**src/rtl/uart_pkt_pkg.sv**
```systemverilog
// Shared constants and types for the UART packet parser: default SOF byte,
// parser state encoding and error-cause encoding.
package uart_pkt_pkg;

    localparam logic [7:0] PKT_SOF_DEFAULT = 8'hA5;

    typedef enum logic [2:0] {
        HUNT,
        LEN,
        PAYLOAD,
        CHK,
        DRAIN
    } pkt_state_t;

    typedef enum logic [1:0] {
        ERR_NONE    = 2'd0,
        ERR_LEN     = 2'd1,
        ERR_CHK     = 2'd2,
        ERR_TIMEOUT = 2'd3
    } pkt_err_t;

endpackage

```
**src/rtl/pkt_payload_ram.sv**
```systemverilog
// Payload buffer: one synchronous write port, one combinational read port so a
// byte can be presented in the same cycle its read index changes.
module pkt_payload_ram #(
    parameter int unsigned DEPTH = 64,
    parameter int unsigned AW    = 6
) (
    input  logic          clk,
    input  logic          we_i,
    input  logic [AW-1:0] waddr_i,
    input  logic [7:0]    wdata_i,
    input  logic [AW-1:0] raddr_i,
    output logic [7:0]    rdata_o
);

    logic [7:0] mem_q [DEPTH];

    always_ff @(posedge clk) begin
        if (we_i) begin
            mem_q[waddr_i] <= wdata_i;
        end
    end

    assign rdata_o = mem_q[raddr_i];

endmodule

```
**src/rtl/uart_pkt_parser.sv**
```systemverilog
// Framing stage behind the UART receiver: SOF, LEN, payload, additive checksum.
// Define PKT_TIMEOUT_EN to build the inter-byte timeout (error code 3).
//
// state   | meaning
// HUNT    | discard bytes until SOF
// LEN     | next byte is payload length, range-checked
// PAYLOAD | store bytes into the buffer, accumulate checksum
// CHK     | compare checksum byte with accumulator
// DRAIN   | stream buffered payload out, rx bytes ignored
module uart_pkt_parser
    import uart_pkt_pkg::*;
#(
    parameter int unsigned MAX_LEN      = 64,
    parameter logic [7:0]  SOF          = PKT_SOF_DEFAULT,
    parameter int unsigned TIMEOUT_CLKS = 17380
) (
    input  logic       clk,
    input  logic       rst_n,
    input  logic [7:0] rx_byte,
    input  logic       rx_valid,
    output logic [7:0] out_data,
    output logic       out_valid,
    input  logic       out_ready,
    output logic       out_last,
    output logic       pkt_err,
    output logic [1:0] err_code,
    output logic       busy
);

    localparam int unsigned AW        = (MAX_LEN > 1) ? $clog2(MAX_LEN) : 1;
    localparam logic [7:0]  MAX_LEN_B = 8'(MAX_LEN);

    if (MAX_LEN < 1 || MAX_LEN > 255 || TIMEOUT_CLKS < 1) begin : g_bad_param
        $error("uart_pkt_parser: MAX_LEN must be 1..255 and TIMEOUT_CLKS nonzero");
    end

    pkt_state_t state_q, state_d;
    pkt_err_t   err_code_q, err_code_d;
    logic [7:0] len_q, len_d;
    logic [7:0] idx_q, idx_d;
    logic [7:0] acc_q, acc_d;
    logic [7:0] rd_q, rd_d;
    logic       pkt_err_q, pkt_err_d;
    logic       busy_q;
    logic       ram_we;
    logic [7:0] ram_rdata;
    logic       to_expire;

    pkt_payload_ram #(
        .DEPTH (MAX_LEN),
        .AW    (AW)
    ) u_ram (
        .clk     (clk),
        .we_i    (ram_we),
        .waddr_i (idx_q[AW-1:0]),
        .wdata_i (rx_byte),
        .raddr_i (rd_q[AW-1:0]),
        .rdata_o (ram_rdata)
    );

`ifdef PKT_TIMEOUT_EN
    localparam int unsigned TW      = $clog2(TIMEOUT_CLKS + 1);
    localparam logic [TW-1:0] TO_LOAD = TW'(TIMEOUT_CLKS);

    logic [TW-1:0] to_cnt_q;
    logic          in_frame;

    assign in_frame  = state_q inside {LEN, PAYLOAD, CHK};
    assign to_expire = in_frame && !rx_valid && (to_cnt_q == '0);

    // Loaded when SOF is accepted so LEN is covered from its first cycle.
    always_ff @(posedge clk or negedge rst_n) begin
        if (!rst_n) begin
            to_cnt_q <= '0;
        end else if ((state_q == HUNT) && (state_d == LEN)) begin
            to_cnt_q <= TO_LOAD;
        end else if (in_frame && rx_valid) begin
            to_cnt_q <= TO_LOAD;
        end else if (in_frame && (to_cnt_q != '0)) begin
            to_cnt_q <= to_cnt_q - 1'b1;
        end
    end
`else
    assign to_expire = 1'b0;
`endif

    always_comb begin
        state_d    = state_q;
        len_d      = len_q;
        idx_d      = idx_q;
        acc_d      = acc_q;
        rd_d       = rd_q;
        pkt_err_d  = 1'b0;
        err_code_d = err_code_q;
        ram_we     = 1'b0;
        case (state_q)
            HUNT: begin
                if (rx_valid && (rx_byte == SOF)) begin
                    state_d = LEN;
                end
            end
            LEN: begin
                if (rx_valid) begin
                    if ((rx_byte == 8'd0) || (rx_byte > MAX_LEN_B)) begin
                        pkt_err_d  = 1'b1;
                        err_code_d = ERR_LEN;
                        state_d    = HUNT;
                    end else begin
                        len_d   = rx_byte;
                        acc_d   = rx_byte;
                        idx_d   = 8'd0;
                        state_d = PAYLOAD;
                    end
                end
            end
            PAYLOAD: begin
                if (rx_valid) begin
                    ram_we = 1'b1;
                    idx_d  = idx_q + 8'd1;
                    acc_d  = acc_q + rx_byte;
                    if ((idx_q + 8'd1) == len_q) begin
                        state_d = CHK;
                    end
                end
            end
            CHK: begin
                if (rx_valid) begin
                    if (rx_byte == acc_q) begin
                        rd_d    = 8'd0;
                        state_d = DRAIN;
                    end else begin
                        pkt_err_d  = 1'b1;
                        err_code_d = ERR_CHK;
                        state_d    = HUNT;
                    end
                end
            end
            DRAIN: begin
                if (out_ready) begin
                    if (rd_q == (len_q - 8'd1)) begin
                        rd_d    = 8'd0;
                        state_d = HUNT;
                    end else begin
                        rd_d = rd_q + 8'd1;
                    end
                end
            end
            default: state_d = HUNT;
        endcase
        if (to_expire) begin
            pkt_err_d  = 1'b1;
            err_code_d = ERR_TIMEOUT;
            state_d    = HUNT;
        end
    end

    always_ff @(posedge clk or negedge rst_n) begin
        if (!rst_n) begin
            state_q    <= HUNT;
            len_q      <= 8'd0;
            idx_q      <= 8'd0;
            acc_q      <= 8'd0;
            rd_q       <= 8'd0;
            pkt_err_q  <= 1'b0;
            err_code_q <= ERR_NONE;
            busy_q     <= 1'b0;
        end else begin
            state_q    <= state_d;
            len_q      <= len_d;
            idx_q      <= idx_d;
            acc_q      <= acc_d;
            rd_q       <= rd_d;
            pkt_err_q  <= pkt_err_d;
            err_code_q <= err_code_d;
            busy_q     <= (state_d != HUNT);
        end
    end

    // Data is forced to zero outside DRAIN so stale buffer contents never leak.
    assign out_valid = (state_q == DRAIN);
    assign out_data  = out_valid ? ram_rdata : 8'h00;
    assign out_last  = out_valid && (rd_q == (len_q - 8'd1));
    assign pkt_err   = pkt_err_q;
    assign err_code  = err_code_q;
    assign busy      = busy_q;

endmodule
```
**config.mk**
```make
export PLATFORM = sky130hd
export DESIGN_NAME = uart_pkt_parser
export DESIGN_NICKNAME = d
export VERILOG_FILES = /design/src/rtl/uart_pkt_pkg.sv /design/src/rtl/pkt_payload_ram.sv /design/src/rtl/uart_pkt_parser.sv
export SDC_FILE = /design/constraint.sdc
export NUM_CORES = 1
export LEC_CHECK = 0
export BUFFER_PORTS_ARGS = -buffer_cell sky130_fd_sc_hd__buf_2
export CAP_MARGIN = 20
export CORE_MARGIN = 8
export CORE_UTILIZATION = 35
export DETAILED_ROUTE_END_ITERATION = 7
export GPL_TIMING_DRIVEN = 0
export PLACE_DENSITY = 0.57
export SLEW_MARGIN = 5
export SYNTH_ARGS = -nofsm -noshare
export SYNTH_HDL_FRONTEND = slang
export SYNTH_HIERARCHICAL = 1
export SYNTH_SLANG_ARGS = --single-unit
```
**constraint.sdc**
```tcl
create_clock -name clk -period 2.23 [get_ports clk]
set_clock_uncertainty 0.05 [all_clocks]
set_input_delay 0.223 -clock clk [delete_from_list [all_inputs] [get_ports clk]]
set_output_delay 0.223 -clock clk [all_outputs]
set_load 0.01 [all_outputs]
```
# Word-level counts from Yosys, hierarchy flattened
# Memories as Yosys holds them, arrays and structs flattened.
# Cells that the tools add are included.
# totals
reg_bits,39
latchBits,0
ram_bits,512
romBits,0
inputBits,12
output_inout_bits,14
wordCells,82
mem_count,1
# memory_table
memory,words,word_bits,rd,rd_clocked_by_memory_dff,write_ports,line_no,source
u_ram.mem_q,64,8,1,0,1,pkt_payload_ram.sv:15,logic [7:0] mem_q [DEPTH];
# op_classes
n_addsub,4
n_mul,0
n_div,0
order_cmp,1
eq_ne,16
shifts,0
muxes,38
bitwise_logic,1
n_reduce_logical,13
# op_table
op,count
two-way mux 8 bit,11
case mux 8 bit (2 select lines),3
equality test 8 bit,3
two-way mux 3 bit,8
adder 8 x 1 -> 8 bit (second input constant),2
case mux 3 bit (5 select lines),1
!= test 2 bit (second input constant),7
two-way mux 2 bit,5
adder 8 bit,1
equality test 8 bit (second input constant),1
> comparator 8 x 7 -> 1 bit (second input constant),1
zero test 8 bit,1
two-way mux 1 bit,8
AND reduction 4 bit,2
subtractor 8 x 1 -> 8 bit (second input constant),1
equality test 3 x 2 -> 1 bit (second input constant),2
nonzero test 2 bit,3
AND reduction 5 bit,1
case mux 2 bit (2 select lines),1
equality test 3 x 1 -> 1 bit (second input constant),1
equality test 3 bit (second input constant),1
zero test 3 bit,1
AND reduction 3 bit,1
nonzero test 3 bit,1
5 further kinds,6

# Depth between registers and ports, before layout
# Gate-level depths: netlist of run 1.
# depth
depth_word,6
ltp_mapped,10
mapped_depth_nobuf,10

# Cells and area by module
# The synthesis of run 1 kept the hierarchy.
# by_module_without_submodules
mod,instances,cells_each,area_per_inst_um2,seq_area_each_um2
pkt_payload_ram,1,932,20006.7,15374.7
uart_pkt_parser,1,307,2646.3,975.9

# Worst setup path after synthesis of run 1
# OpenSTA, ideal clock, no wires.
# synth_path
path_kind,reg2out
start,register rd_q[0]
end,output out_data[3]
arrival_time_ps,2181
required_time_ps,1957
setup_slack_ps,-224
stages_incl_launch_ff,8
n_path_buf,2
cell_sequence,dfrtp_1 -> buf_6 -> buf_4 -> mux4_2 -> mux4_2 -> o21ai_1 -> o41ai_1 -> and3_1
# synth_via
elab_chain_cells,2
# synth_lines
element,line_no,source
"start, declared",uart_pkt_parser.sv:42,"logic [7:0] rd_q, rd_d;"
"start signal, assigned",uart_pkt_parser.sv:172,rd_q <= rd_d;
memory (64 x 8 bit),--,
via ram_rdata[3],uart_pkt_parser.sv:46,logic [7:0] ram_rdata;
two-way mux 8 bit,uart_pkt_parser.sv:181,assign out_data = out_valid ? ram_rdata : 8'h00;
"end, declared",uart_pkt_parser.sv:21,"output logic [7:0] out_data,"
# The timed path passes the listed nets, and every way through them passes these cells.

# Worst setup path in the final report of run 1
# layout_path
start,register rd_q[0]
end,output out_data[6]
# Same word-level chain as after synthesis.

==> flow_results.xml, run 1 <==
<?xml version="1.0" encoding="UTF-8"?>
<metrics>
  <group name="yosys">
    <metric name="synth_largest_type_area_fraction" unit="%">67.87</metric>
    <metric name="synth.largest_area_cell" unit="">edfxtp_1</metric>
    <metric name="synth.avg_cell_area" unit="sq um">18.28</metric>
    <metric name="synth_area" unit="sq um">22650</metric>
    <metric name="yosys_register_bits" unit="">551</metric>
    <metric name="synth_async_sr_flop_share" unit="%">7.078</metric>
    <metric name="yosys_warnings" unit="">6</metric>
    <metric name="syn_nets" unit="">1262</metric>
    <metric name="leading_post_synthesis_cells_by_cell_area" unit="">edfxtp_1 68%, mux4_2 13%, dfrtp_1 4.3%</metric>
    <metric name="post_synth_num_cell_types" unit="">61</metric>
    <metric name="postSynthCellCount" unit="">1239</metric>
    <metric name="synth-edff-count" unit="">512</metric>
    <metric name="netlist_top_cells_count" unit="">512 x edfxtp_1, 126 x mux4_2, 110 x nor2_1</metric>
    <metric name="most_frequently_used_cell_type_in_the_post_synthesis_netlist" unit="">edfxtp_1</metric>
    <metric name="register_area_share_after_synthesis" unit="%">72.18</metric>
    <metric name="synth_ff_type" unit="">edfxtp_1</metric>
  </group>
  <group name="finish">
    <metric name="num-fill-cells" unit="">5433</metric>
    <metric name="finish.cell_count_without_fillers" unit="">2358</metric>
    <metric name="finalInstanceArea" unit="sq um">29090</metric>
    <metric name="area_growth" unit="%">28.40</metric>
    <metric name="nets" unit="">1479</metric>
    <metric name="drive_above_1_share" unit="%">40.08</metric>
  </group>
  <group name="setup_path">
    <metric name="timing.critical_path.slowest_cell_delay" unit="ps">560</metric>
    <metric name="timing.critical_path.to_type" unit="">output port</metric>
    <metric name="path_class" unit="">reg2out</metric>
    <metric name="timing.critical_path.max_delay_family" unit="">multiplexers</metric>
    <metric name="r2r_end" unit="">busy$_DFF_PN0_</metric>
    <metric name="timing.critical_path.cells" unit="">buf_12, buf_16, buf_12, mux4_2, mux4_2, nor2_2, o32ai_2, and3_4, buf_6</metric>
    <metric name="worst-path-buf-inv" unit="">4</metric>
    <metric name="timing.critical_path.arrival" unit="ps">3150</metric>
    <metric name="r2r_slack" unit="ps">-180</metric>
    <metric name="worst-endpoint-required" unit="ps">1960</metric>
    <metric name="critPathMaxFanout" unit="">6</metric>
    <metric name="element_type_at_the_critical_path_start" unit="">flop</metric>
    <metric name="critical-path-slowest-cell" unit="">mux4_2</metric>
    <metric name="rr_startpoint" unit="">len_q[2]$_DFFE_PN0P_</metric>
    <metric name="reg2regPathDepth" unit="">9</metric>
  </group>
  <group name="floorplan">
    <metric name="die_w" unit="um">270.4</metric>
    <metric name="die-height" unit="um">270.4</metric>
    <metric name="core" unit="sq um">64230</metric>
    <metric name="starting_density" unit="%">35.27</metric>
    <metric name="die_area" unit="sq um">73120</metric>
    <metric name="num_rows" unit="">93</metric>
    <metric name="top_level_ports" unit="">26</metric>
  </group>
  <group name="timing">
    <metric name="timing.final.setup_violations" unit="">25</metric>
    <metric name="post-route-period-util" unit="%">153.6</metric>
    <metric name="final_worst_slack" unit="ps">-1194</metric>
    <metric name="rsz0062_at_grt" unit="">yes</metric>
    <metric name="hold_violations" unit="">0</metric>
    <metric name="setup-tns-final" unit="ps">-10630</metric>
    <metric name="max-slew-margin-rel" unit="%">33.77</metric>
    <metric name="tightestPinTransition" unit="ps">990.2</metric>
    <metric name="max_freq" unit="MHz">292.0</metric>
    <metric name="final.min_clock_period" unit="ps">3424</metric>
    <metric name="slew_violations" unit="">0</metric>
  </group>
  <group name="global_route">
    <metric name="grt_first_pass_wirelength" unit="um">88380</metric>
    <metric name="overflow" unit="">0</metric>
    <metric name="grt_max_degree" unit="">49</metric>
    <metric name="antenna_found_initial" unit="">2</metric>
    <metric name="first_global_vias" unit="">13010</metric>
    <metric name="grtUsageTotal" unit="%">16.29</metric>
  </group>
  <group name="placed_design">
    <metric name="post_dp_cell_area" unit="sq um">24290</metric>
    <metric name="place.detailed.instances" unit="">2128</metric>
    <metric name="place.gp.congestion" unit="">0.8442</metric>
    <metric name="port_buffers" unit="">25</metric>
    <metric name="hpwl" unit="um">39180</metric>
    <metric name="worst_setup_slack_after_placement" unit="ps">-1528</metric>
  </group>
  <group name="drt">
    <metric name="route.detailed.drc" unit="">0</metric>
    <metric name="route.detailed.vias_per_inst" unit="">5.376</metric>
    <metric name="route.final.wire_length" unit="um">61420</metric>
    <metric name="num_vias" unit="">12680</metric>
    <metric name="number_of_drc_markers_after_the_initial_detailed_route_iteration" unit="">1233</metric>
    <metric name="first_pass_drt_iterations" unit="">5</metric>
    <metric name="wire_per_inst" unit="um">26.05</metric>
    <metric name="drtAntennaViolNets" unit="">0</metric>
  </group>
  <group name="min_path">
    <metric name="worstHoldPathCells" unit="">2</metric>
    <metric name="worst_hold_startpoint" unit="">rx_byte[0]</metric>
    <metric name="hold_path_class" unit="">in2reg</metric>
    <metric name="hold_end" unit="">u_ram/mem_q[26][0]$_DFFE_PP_</metric>
  </group>
  <group name="run_status">
    <metric name="outcome" unit="">complete, but fails checks</metric>
    <metric name="failed_checks" unit="">negative setup slack</metric>
  </group>
  <group name="cts">
    <metric name="cts.root.buffer_cell" unit="">clkbuf_16</metric>
    <metric name="cts_tree" unit="">yes</metric>
    <metric name="clkSinkCount" unit="">551</metric>
    <metric name="cts_made_buffers" unit="">57</metric>
    <metric name="h_tree_level_count" unit="">2</metric>
    <metric name="clock_insertion_delay_at_the_later_pin_of_the_skew_report" unit="ps">620</metric>
    <metric name="clk_pin_slew" unit="ps">60</metric>
    <metric name="clock_buffer_depth" unit="">3</metric>
  </group>
  <group name="power">
    <metric name="powerDensity" unit="nW/um^2">784.5</metric>
    <metric name="leakagePower" unit="nW">9.401</metric>
    <metric name="worst_ir_drop_vdd" unit="mV">0.5569</metric>
  </group>
  <group name="flow_run">
    <metric name="number_of_violations_of_the_max_capacitance_limit" unit="">0</metric>
  </group>
</metrics>
[stage by stage]
stage	hold WS [ps]	power, mW	util, %
2_1_floorplan	-122.6	12.44	-
3_3_place_gp	366.4	12.88	37.56
3_5_place_dp	371.0	12.94	37.82
4_1_cts	8.139	22.94	44.06
5_1_grt	40.60	23.52	45.28
6_report	46.18	22.82	45.28
[report_power, final]
| part | total, mW | switching, mW | leakage [nW] | internal (mW) |
|---|---|---|---|---|
| registers | 11.5 | 0.0973 | 5.10 | 11.4 |
| logic | 1.52 | 0.864 | 3.37 | 0.657 |
| clock network | 9.82 | 3.98 | 0.930 | 5.83 |
| total | 22.8 | 4.95 | 9.40 | 17.9 |
[routing by layer]
layer	vias up	part of all wire, %	track usage, %
met5	-	0	0
li1	5484	-	-
met1	6663	40	21.36
met4	0	3.5	5.579
met2	412	49	27.09
met3	117	7.1	2.974
[cell type report]
type / instances / area, sq um / area share (%)
Clock buffer: 65 / 1456 / 5.007
Clock inverter: 40 / 473.0 / 1.626
Sequential cell: 551 / 16370 / 56.27
Antenna cell: 1 / 2.502 / 0.008604
Tap cell: 855 / 1070 / 3.678
Timing Repair Buffer: 161 / 2049 / 7.046
Buffer: 57 / 643.1 / 2.211
Multi-Input combinational cell: 612 / 6959 / 23.93
Inverter: 16 / 65.06 / 0.2237
[how the worst max path moves through the flow]
stage | slack, ps | cells past startpoint | end | startpoint
6_report | -1190 | 9 | out_data[6] | rd_q[0]$_DFFE_PN0P_
5_1_grt | -1270 | 9 | out_data[5] | rd_q[0]$_DFFE_PN0P_
4_1_cts | -1210 | 8 | out_data[3] | rd_q[0]$_DFFE_PN0P_
3_5_place_dp | -1530 | 10 | out_data[7] | rd_q[1]$_DFFE_PN0P_
3_3_place_gp | -1590 | 8 | rd_q[2]$_DFFE_PN0P_ | rx_byte[6]
2_1_floorplan | -120 | 8 | out_data[7] | rd_q[0]$_DFFE_PN0P_
[cells in the final DEF (no fill, tap or decap), drive strengths merged, types with 21 or more instances in the layout]
master,n
nor2,110
buf,193
mux2i,24
mux4,126
xnor2,21
clkinv,24
o21ai,32
clkbuf,83
edfxtp,512
nand3,26
dfrtp,39
nand2,57
[registers in the layout, summed over array words and instances (netlist names)]
name,flops
err_code,2
pkt_err,1
u_ram/mem_q,512
acc_q,8
state_q,3
rd_q,8
busy,1
idx_q,8
len_q,8
[what timing repair did]
action	4_1_cts	5_1_grt
hold buffers	6	0
hold endpoints to repair	84	0
cloned	0	1
buffers inserted	83	38
gates resized for setup	250	57
pin swaps	60	39
endpoints found under the setup margin	545	429
[cell families (layout without fill, tap and decap cells)]
group,after synthesis,after routing,synth area share [%]
flops,551,551,72.18
simple gates,282,282,5.893
mux,169,169,14.53
compound gates,120,120,3.739
buf+inv,76,339,1.856
xor+xnor,30,30,1.160
fa+ha+maj,11,11,0.6407
other cells,0,1,0
Power figures use the tool's default switching activity.
==> inputs of run 2 (changes only) <==
==> constraint.sdc (replaced) <==
create_clock -name clk -period 2.8 [get_ports clk]
set_clock_uncertainty 0.05 [all_clocks]
set_input_delay 0.28 -clock clk [delete_from_list [all_inputs] [get_ports clk]]
set_output_delay 0.28 -clock clk [all_outputs]
set_load 0.1 [all_outputs]
==> flow_results.xml, run 2 (synthesized netlist as in run 1, its figures left out) <==
<?xml version="1.0" encoding="UTF-8"?>
<metrics>
  <group name="run_status">
    <metric name="outcome" unit="">complete, but fails checks</metric>
    <metric name="failed_checks" unit="">negative setup slack</metric>
  </group>
  <group name="timing">
    <metric name="final.min_clock_period" unit="ps">3554</metric>
    <metric name="max_freq" unit="MHz">281.4</metric>
    <metric name="slew_violations" unit="">0</metric>
    <metric name="max-slew-margin-rel" unit="%">32.65</metric>
    <metric name="timing.final.setup_violations" unit="">8</metric>
    <metric name="hold_violations" unit="">0</metric>
    <metric name="rsz0062_at_grt" unit="">yes</metric>
    <metric name="tightestPinTransition" unit="ps">1010</metric>
    <metric name="post-route-period-util" unit="%">126.9</metric>
    <metric name="final_worst_slack" unit="ps">-754.2</metric>
  </group>
  <group name="drt">
    <metric name="first_pass_drt_iterations" unit="">7</metric>
    <metric name="wire_per_inst" unit="um">25.61</metric>
    <metric name="number_of_drc_markers_after_the_initial_detailed_route_iteration" unit="">1114</metric>
    <metric name="drtAntennaViolNets" unit="">0</metric>
    <metric name="route.detailed.drc" unit="">0</metric>
    <metric name="route.final.wire_length" unit="um">58820</metric>
    <metric name="num_vias" unit="">12390</metric>
    <metric name="route.detailed.vias_per_inst" unit="">5.393</metric>
  </group>
  <group name="placed_design">
    <metric name="place.gp.congestion" unit="">0.8619</metric>
    <metric name="port_buffers" unit="">25</metric>
    <metric name="post_dp_cell_area" unit="sq um">24030</metric>
    <metric name="place.detailed.instances" unit="">2127</metric>
    <metric name="hpwl" unit="um">38350</metric>
  </group>
  <group name="floorplan">
    <metric name="top_level_ports" unit="">26</metric>
    <metric name="num_rows" unit="">93</metric>
    <metric name="starting_density" unit="%">35.27</metric>
    <metric name="die_area" unit="sq um">73120</metric>
    <metric name="die_w" unit="um">270.4</metric>
    <metric name="core" unit="sq um">64230</metric>
    <metric name="die-height" unit="um">270.4</metric>
  </group>
  <group name="setup_path">
    <metric name="path_class" unit="">reg2out</metric>
    <metric name="timing.critical_path.to_type" unit="">output port</metric>
    <metric name="element_type_at_the_critical_path_start" unit="">flop</metric>
    <metric name="timing.critical_path.arrival" unit="ps">3220</metric>
    <metric name="critPathMaxFanout" unit="">6</metric>
    <metric name="worst-endpoint-required" unit="ps">2470</metric>
  </group>
  <group name="global_route">
    <metric name="overflow" unit="">0</metric>
    <metric name="antenna_found_initial" unit="">0</metric>
    <metric name="grtUsageTotal" unit="%">15.77</metric>
    <metric name="grt_max_degree" unit="">52</metric>
    <metric name="first_global_vias" unit="">12510</metric>
    <metric name="grt_first_pass_wirelength" unit="um">85510</metric>
  </group>
  <group name="min_path">
    <metric name="hold_path_class" unit="">in2reg</metric>
  </group>
  <group name="cts">
    <metric name="clock_buffer_depth" unit="">3</metric>
    <metric name="cts.root.buffer_cell" unit="">clkbuf_16</metric>
    <metric name="h_tree_level_count" unit="">2</metric>
    <metric name="cts_tree" unit="">yes</metric>
    <metric name="clk_pin_slew" unit="ps">60</metric>
    <metric name="clkSinkCount" unit="">551</metric>
    <metric name="cts_made_buffers" unit="">58</metric>
    <metric name="clock_insertion_delay_at_the_later_pin_of_the_skew_report" unit="ps">610</metric>
  </group>
  <group name="finish">
    <metric name="final_common_cell" unit="">edfxtp_1</metric>
    <metric name="drive_above_1_share" unit="%">35.85</metric>
    <metric name="nets" unit="">1417</metric>
    <metric name="diodes" unit="">0</metric>
    <metric name="finish.cell_count_without_fillers" unit="">2297</metric>
    <metric name="most-common-layout-cells" unit="">512 x edfxtp_1, 126 x mux4_2, 61 x clkbuf_16</metric>
    <metric name="largest_register_ff_count" unit="">512</metric>
    <metric name="finalInstanceArea" unit="sq um">28140</metric>
    <metric name="largest-register" unit="">u_ram/mem_q</metric>
    <metric name="sequential_cell_area" unit="sq um">16360</metric>
    <metric name="num-fill-cells" unit="">5489</metric>
    <metric name="multi_input_area" unit="sq um">6800</metric>
    <metric name="area_growth" unit="%">24.24</metric>
  </group>
  <group name="power">
    <metric name="powerDensity" unit="nW/um^2">640.7</metric>
    <metric name="leakagePower" unit="nW">8.960</metric>
    <metric name="worst_ir_drop_vdd" unit="mV">0.5003</metric>
  </group>
  <group name="flow_run">
    <metric name="number_of_violations_of_the_max_capacitance_limit" unit="">0</metric>
  </group>
</metrics>
==> run 2: changes by cell type in the layout (fill, tap and decap cells not counted), moves of 6 or more <==
cell and change:
buf_4 -28, buf_12 -24, buf_6 -9, o21ai_0 +8, a221oi_1 +6, buf_2 -6, clkinv_2 +6
==> run 2: final cells by class <==
type,instances,area share [%]
tap,855,3.801
buffer,59,2.383
sequential,551,58.13
multi-input combinational,612,24.16
clock inverter,40,1.347
inverter,16,0.2356
timing repair buffer,96,4.423
clock buffer,68,5.517
==> run 2: final timing paths <==
check	slack (ps)	depth (start not counted)	to	from
max in group asynchronous	1710	2	rd_q[4]$_DFFE_PN0P_	rst_n
setup reg to reg	70	3	u_ram/mem_q[31][6]$_DFFE_PP_	idx_q[4]$_DFFE_PN0P_
min in group asynchronous	300	2	acc_q[6]$_DFFE_PN0P_	rst_n
hold reg to reg	450	1	idx_q[7]$_DFFE_PN0P_	idx_q[7]$_DFFE_PN0P_
setup / recovery	-750	9	out_data[7]	rd_q[0]$_DFFE_PN0P_
hold / removal	70	4	state_q[0]$_DFF_PN0_	rx_valid
==> run 2: power by group <==
group | switching [mW] | internal [mW] | leakage (nW)
combinational | 0.659 | 0.499 | 2.90
sequential | 0.0769 | 9.06 | 5.11
clock | 3.15 | 4.59 | 0.951
==> run 2: per-layer routing <==
| metal | up-vias | GRT usage (%) | part of all wire (%) |
|---|---|---|---|
| met4 | 0 | 6.227 | 3.3 |
| met1 | 6499 | 21.29 | 42 |
| met3 | 95 | 3.284 | 7.5 |
| li1 | 5346 | - | - |
| met5 | - | 0 | 0 |
| met2 | 447 | 24.85 | 47 |
==> run 2: metrics by stage <==
stage | setup slack (ps) | power [mW] | hold slack (ps) | TNS [ps] | util [%]
after floorplan | -9.268 | 9.901 | -65.59 | -9.268 | -
after global placement | -1243 | 10.25 | 425.4 | -314000 | 37.15
after detailed placement | -1251 | 10.29 | 439.0 | -310550 | 37.41
after CTS | -783.2 | 18.18 | 36.48 | -10520 | 42.95
after global routing | -834.9 | 18.59 | 104.9 | -7222 | 43.82
final | -754.2 | 18.03 | 68.54 | -5756 | 43.82
==> run 2: worst max-delay path, stage by stage (launching register included) <==
cell	delay, ps
dfrtp_2	430
buf_12	180
buf_16	160
buf_12	150
mux4_2	520
mux4_2	560
o21ai_2	150
nand2_1	80
and3_4	200
buf_12	160
==> run 2: what timing repair did <==
action | CTS | global route
endpoints found under the hold margin | 41 | 0
resized for setup | 297 | 64
cloned | 2 | 0
hold buffers | 2 | 0
setup endpoints to repair | 526 | 440
pin swaps | 29 | 24
buffers inserted | 39 | 20
==> inputs of run 3 (changes only) <==
PLACE_DENSITY = default   (was 0.57)
==> flow_results.xml, run 3 (synthesized netlist as in run 1, its figures left out) <==
<?xml version="1.0" encoding="UTF-8"?>
<metrics>
  <group name="setup_path">
    <metric name="timing.critical_path.arrival" unit="ps">3220</metric>
    <metric name="worst-endpoint-required" unit="ps">2470</metric>
    <metric name="critPathMaxFanout" unit="">10</metric>
    <metric name="path_class" unit="">reg2out</metric>
    <metric name="timing.critical_path.to_type" unit="">output port</metric>
    <metric name="element_type_at_the_critical_path_start" unit="">flop</metric>
  </group>
  <group name="timing">
    <metric name="final.min_clock_period" unit="ps">3550</metric>
    <metric name="max-slew-margin-rel" unit="%">33.64</metric>
    <metric name="hold_violations" unit="">0</metric>
    <metric name="final_worst_slack" unit="ps">-750.2</metric>
    <metric name="slew_violations" unit="">0</metric>
    <metric name="rsz0062_at_grt" unit="">yes</metric>
    <metric name="max_freq" unit="MHz">281.7</metric>
    <metric name="post-route-period-util" unit="%">126.8</metric>
    <metric name="timing.final.setup_violations" unit="">8</metric>
    <metric name="hold_ws" unit="ps">72.59</metric>
    <metric name="setup-tns-final" unit="ps">-5728</metric>
    <metric name="tightestPinTransition" unit="ps">995.5</metric>
  </group>
  <group name="placed_design">
    <metric name="post_dp_cell_area" unit="sq um">24040</metric>
    <metric name="place.detailed.instances" unit="">2129</metric>
    <metric name="place.gp.congestion" unit="">0.8513</metric>
    <metric name="worst_setup_slack_after_placement" unit="ps">-1232</metric>
    <metric name="port_buffers" unit="">25</metric>
    <metric name="hpwl" unit="um">37930</metric>
  </group>
  <group name="finish">
    <metric name="diodes" unit="">0</metric>
    <metric name="largest_register_ff_count" unit="">512</metric>
    <metric name="num-fill-cells" unit="">5546</metric>
    <metric name="area_growth" unit="%">22.33</metric>
    <metric name="drive_above_1_share" unit="%">35.26</metric>
    <metric name="nets" unit="">1414</metric>
    <metric name="finish.cell_count_without_fillers" unit="">2293</metric>
    <metric name="final_common_cell" unit="">edfxtp_1</metric>
    <metric name="utilization" unit="%">43.14</metric>
    <metric name="finalInstanceArea" unit="sq um">27710</metric>
    <metric name="most-common-layout-cells" unit="">512 x edfxtp_1, 126 x mux4_2, 58 x clkbuf_16</metric>
    <metric name="largest-register" unit="">u_ram/mem_q</metric>
  </group>
  <group name="run_status">
    <metric name="outcome" unit="">complete, but fails checks</metric>
    <metric name="failed_checks" unit="">negative setup slack</metric>
  </group>
  <group name="power">
    <metric name="worst_ir_drop_vdd" unit="mV">0.4450</metric>
    <metric name="powerDensity" unit="nW/um^2">641.8</metric>
    <metric name="leakagePower" unit="nW">8.842</metric>
    <metric name="finalPower" unit="mW">17.78</metric>
  </group>
  <group name="drt">
    <metric name="wire_per_inst" unit="um">25.34</metric>
    <metric name="num_vias" unit="">12460</metric>
    <metric name="route.detailed.drc" unit="">0</metric>
    <metric name="route.detailed.vias_per_inst" unit="">5.435</metric>
    <metric name="number_of_drc_markers_after_the_initial_detailed_route_iteration" unit="">1266</metric>
    <metric name="first_pass_drt_iterations" unit="">5</metric>
    <metric name="drtAntennaViolNets" unit="">0</metric>
    <metric name="route.final.wire_length" unit="um">58090</metric>
  </group>
  <group name="global_route">
    <metric name="overflow" unit="">0</metric>
    <metric name="grt_max_degree" unit="">51</metric>
    <metric name="grtUsageTotal" unit="%">15.61</metric>
    <metric name="antenna_found_initial" unit="">1</metric>
    <metric name="first_global_vias" unit="">12570</metric>
    <metric name="grt_first_pass_wirelength" unit="um">85450</metric>
  </group>
  <group name="flow_run">
    <metric name="number_of_violations_of_the_max_capacitance_limit" unit="">0</metric>
  </group>
  <group name="cts">
    <metric name="clock_buffer_depth" unit="">3</metric>
    <metric name="cts_tree" unit="">yes</metric>
    <metric name="clkSinkCount" unit="">551</metric>
    <metric name="h_tree_level_count" unit="">2</metric>
    <metric name="cts.root.buffer_cell" unit="">clkbuf_16</metric>
    <metric name="cts_made_buffers" unit="">57</metric>
    <metric name="clock_insertion_delay_at_the_later_pin_of_the_skew_report" unit="ps">610</metric>
    <metric name="clk_pin_slew" unit="ps">60</metric>
  </group>
  <group name="floorplan">
    <metric name="starting_density" unit="%">35.27</metric>
    <metric name="num_rows" unit="">93</metric>
    <metric name="die-height" unit="um">270.4</metric>
    <metric name="die_w" unit="um">270.4</metric>
    <metric name="die_area" unit="sq um">73120</metric>
    <metric name="top_level_ports" unit="">26</metric>
    <metric name="core" unit="sq um">64230</metric>
  </group>
  <group name="min_path">
    <metric name="hold_path_class" unit="">in2reg</metric>
  </group>
</metrics>
[run 3: changes by cell type in the layout (fill, tap and decap cells not counted), sizes merged]
| cell | change |
|---|---|
| buf | -6 |
| bufinv | -1 |
| clkinv | -1 |
| clkinvlp | +4 |
[run 3: worst paths after layout]
kind | startpoint | end | slack [ps] | cells after the start
min reg2reg | err_code[1]$_DFFE_PN0P_ | err_code[1]$_DFFE_PN0P_ | 450 | 2
max in group asynchronous | rst_n | rd_q[4]$_DFFE_PN0P_ | 1690 | 2
min in group asynchronous | rst_n | acc_q[6]$_DFFE_PN0P_ | 300 | 2
min | rx_valid | state_q[0]$_DFF_PN0_ | 70 | 4
max | rd_q[0]$_DFFE_PN0P_ | out_data[7] | -750 | 8
max reg2reg | idx_q[3]$_DFFE_PN0P_ | u_ram/mem_q[39][3]$_DFFE_PP_ | 30 | 5
[run 3: repair_timing]
| action | CTS | global route |
|---|---|---|
| cloned | 0 | 0 |
| hold endpoints to repair | 40 | 0 |
| hold buffers | 2 | 0 |
| gates resized for setup | 292 | 34 |
| buffers inserted | 45 | 13 |
| endpoints found under the setup margin | 524 | 177 |
| pin swaps | 31 | 9 |
[run 3: area by class of cell]
cell class,instances,area (sq um),share of cell area [%]
multi-input combinational,612,6638,23.95
tap,855,1070,3.861
timing repair buffer,95,1075,3.879
clock inverter,42,396.6,1.431
inverter,16,63.81,0.2303
buffer,58,631.9,2.280
sequential,551,16360,59.05
clock buffer,64,1474,5.319
[run 3: metal layers]
layer,GRT usage [%],share of wire [%],up-vias
met1,21.23,43,6611
met3,2.558,6.2,121
met2,24.89,47,408
li1,-,-,5323
met4,6.227,3.8,0
met5,0,0,-
[run 3: power breakdown]
part	total [mW]	leakage, nW	internal [mW]	switching [mW]
Clock	7.55	0.904	4.35	3.20
Sequential	9.14	5.10	9.06	0.0783
Combinational	1.10	2.83	0.470	0.631
Total	17.8	8.84	13.9	3.91
[run 3: worst max-delay path, stage by stage, from the launching register on]
cell and delay (ps):
dfrtp_2 440, buf_12 180, buf_16 170, mux4_2 540, mux4_2 540, o21ai_1 200
nand2_1 70, and3_2 240, buf_6 200
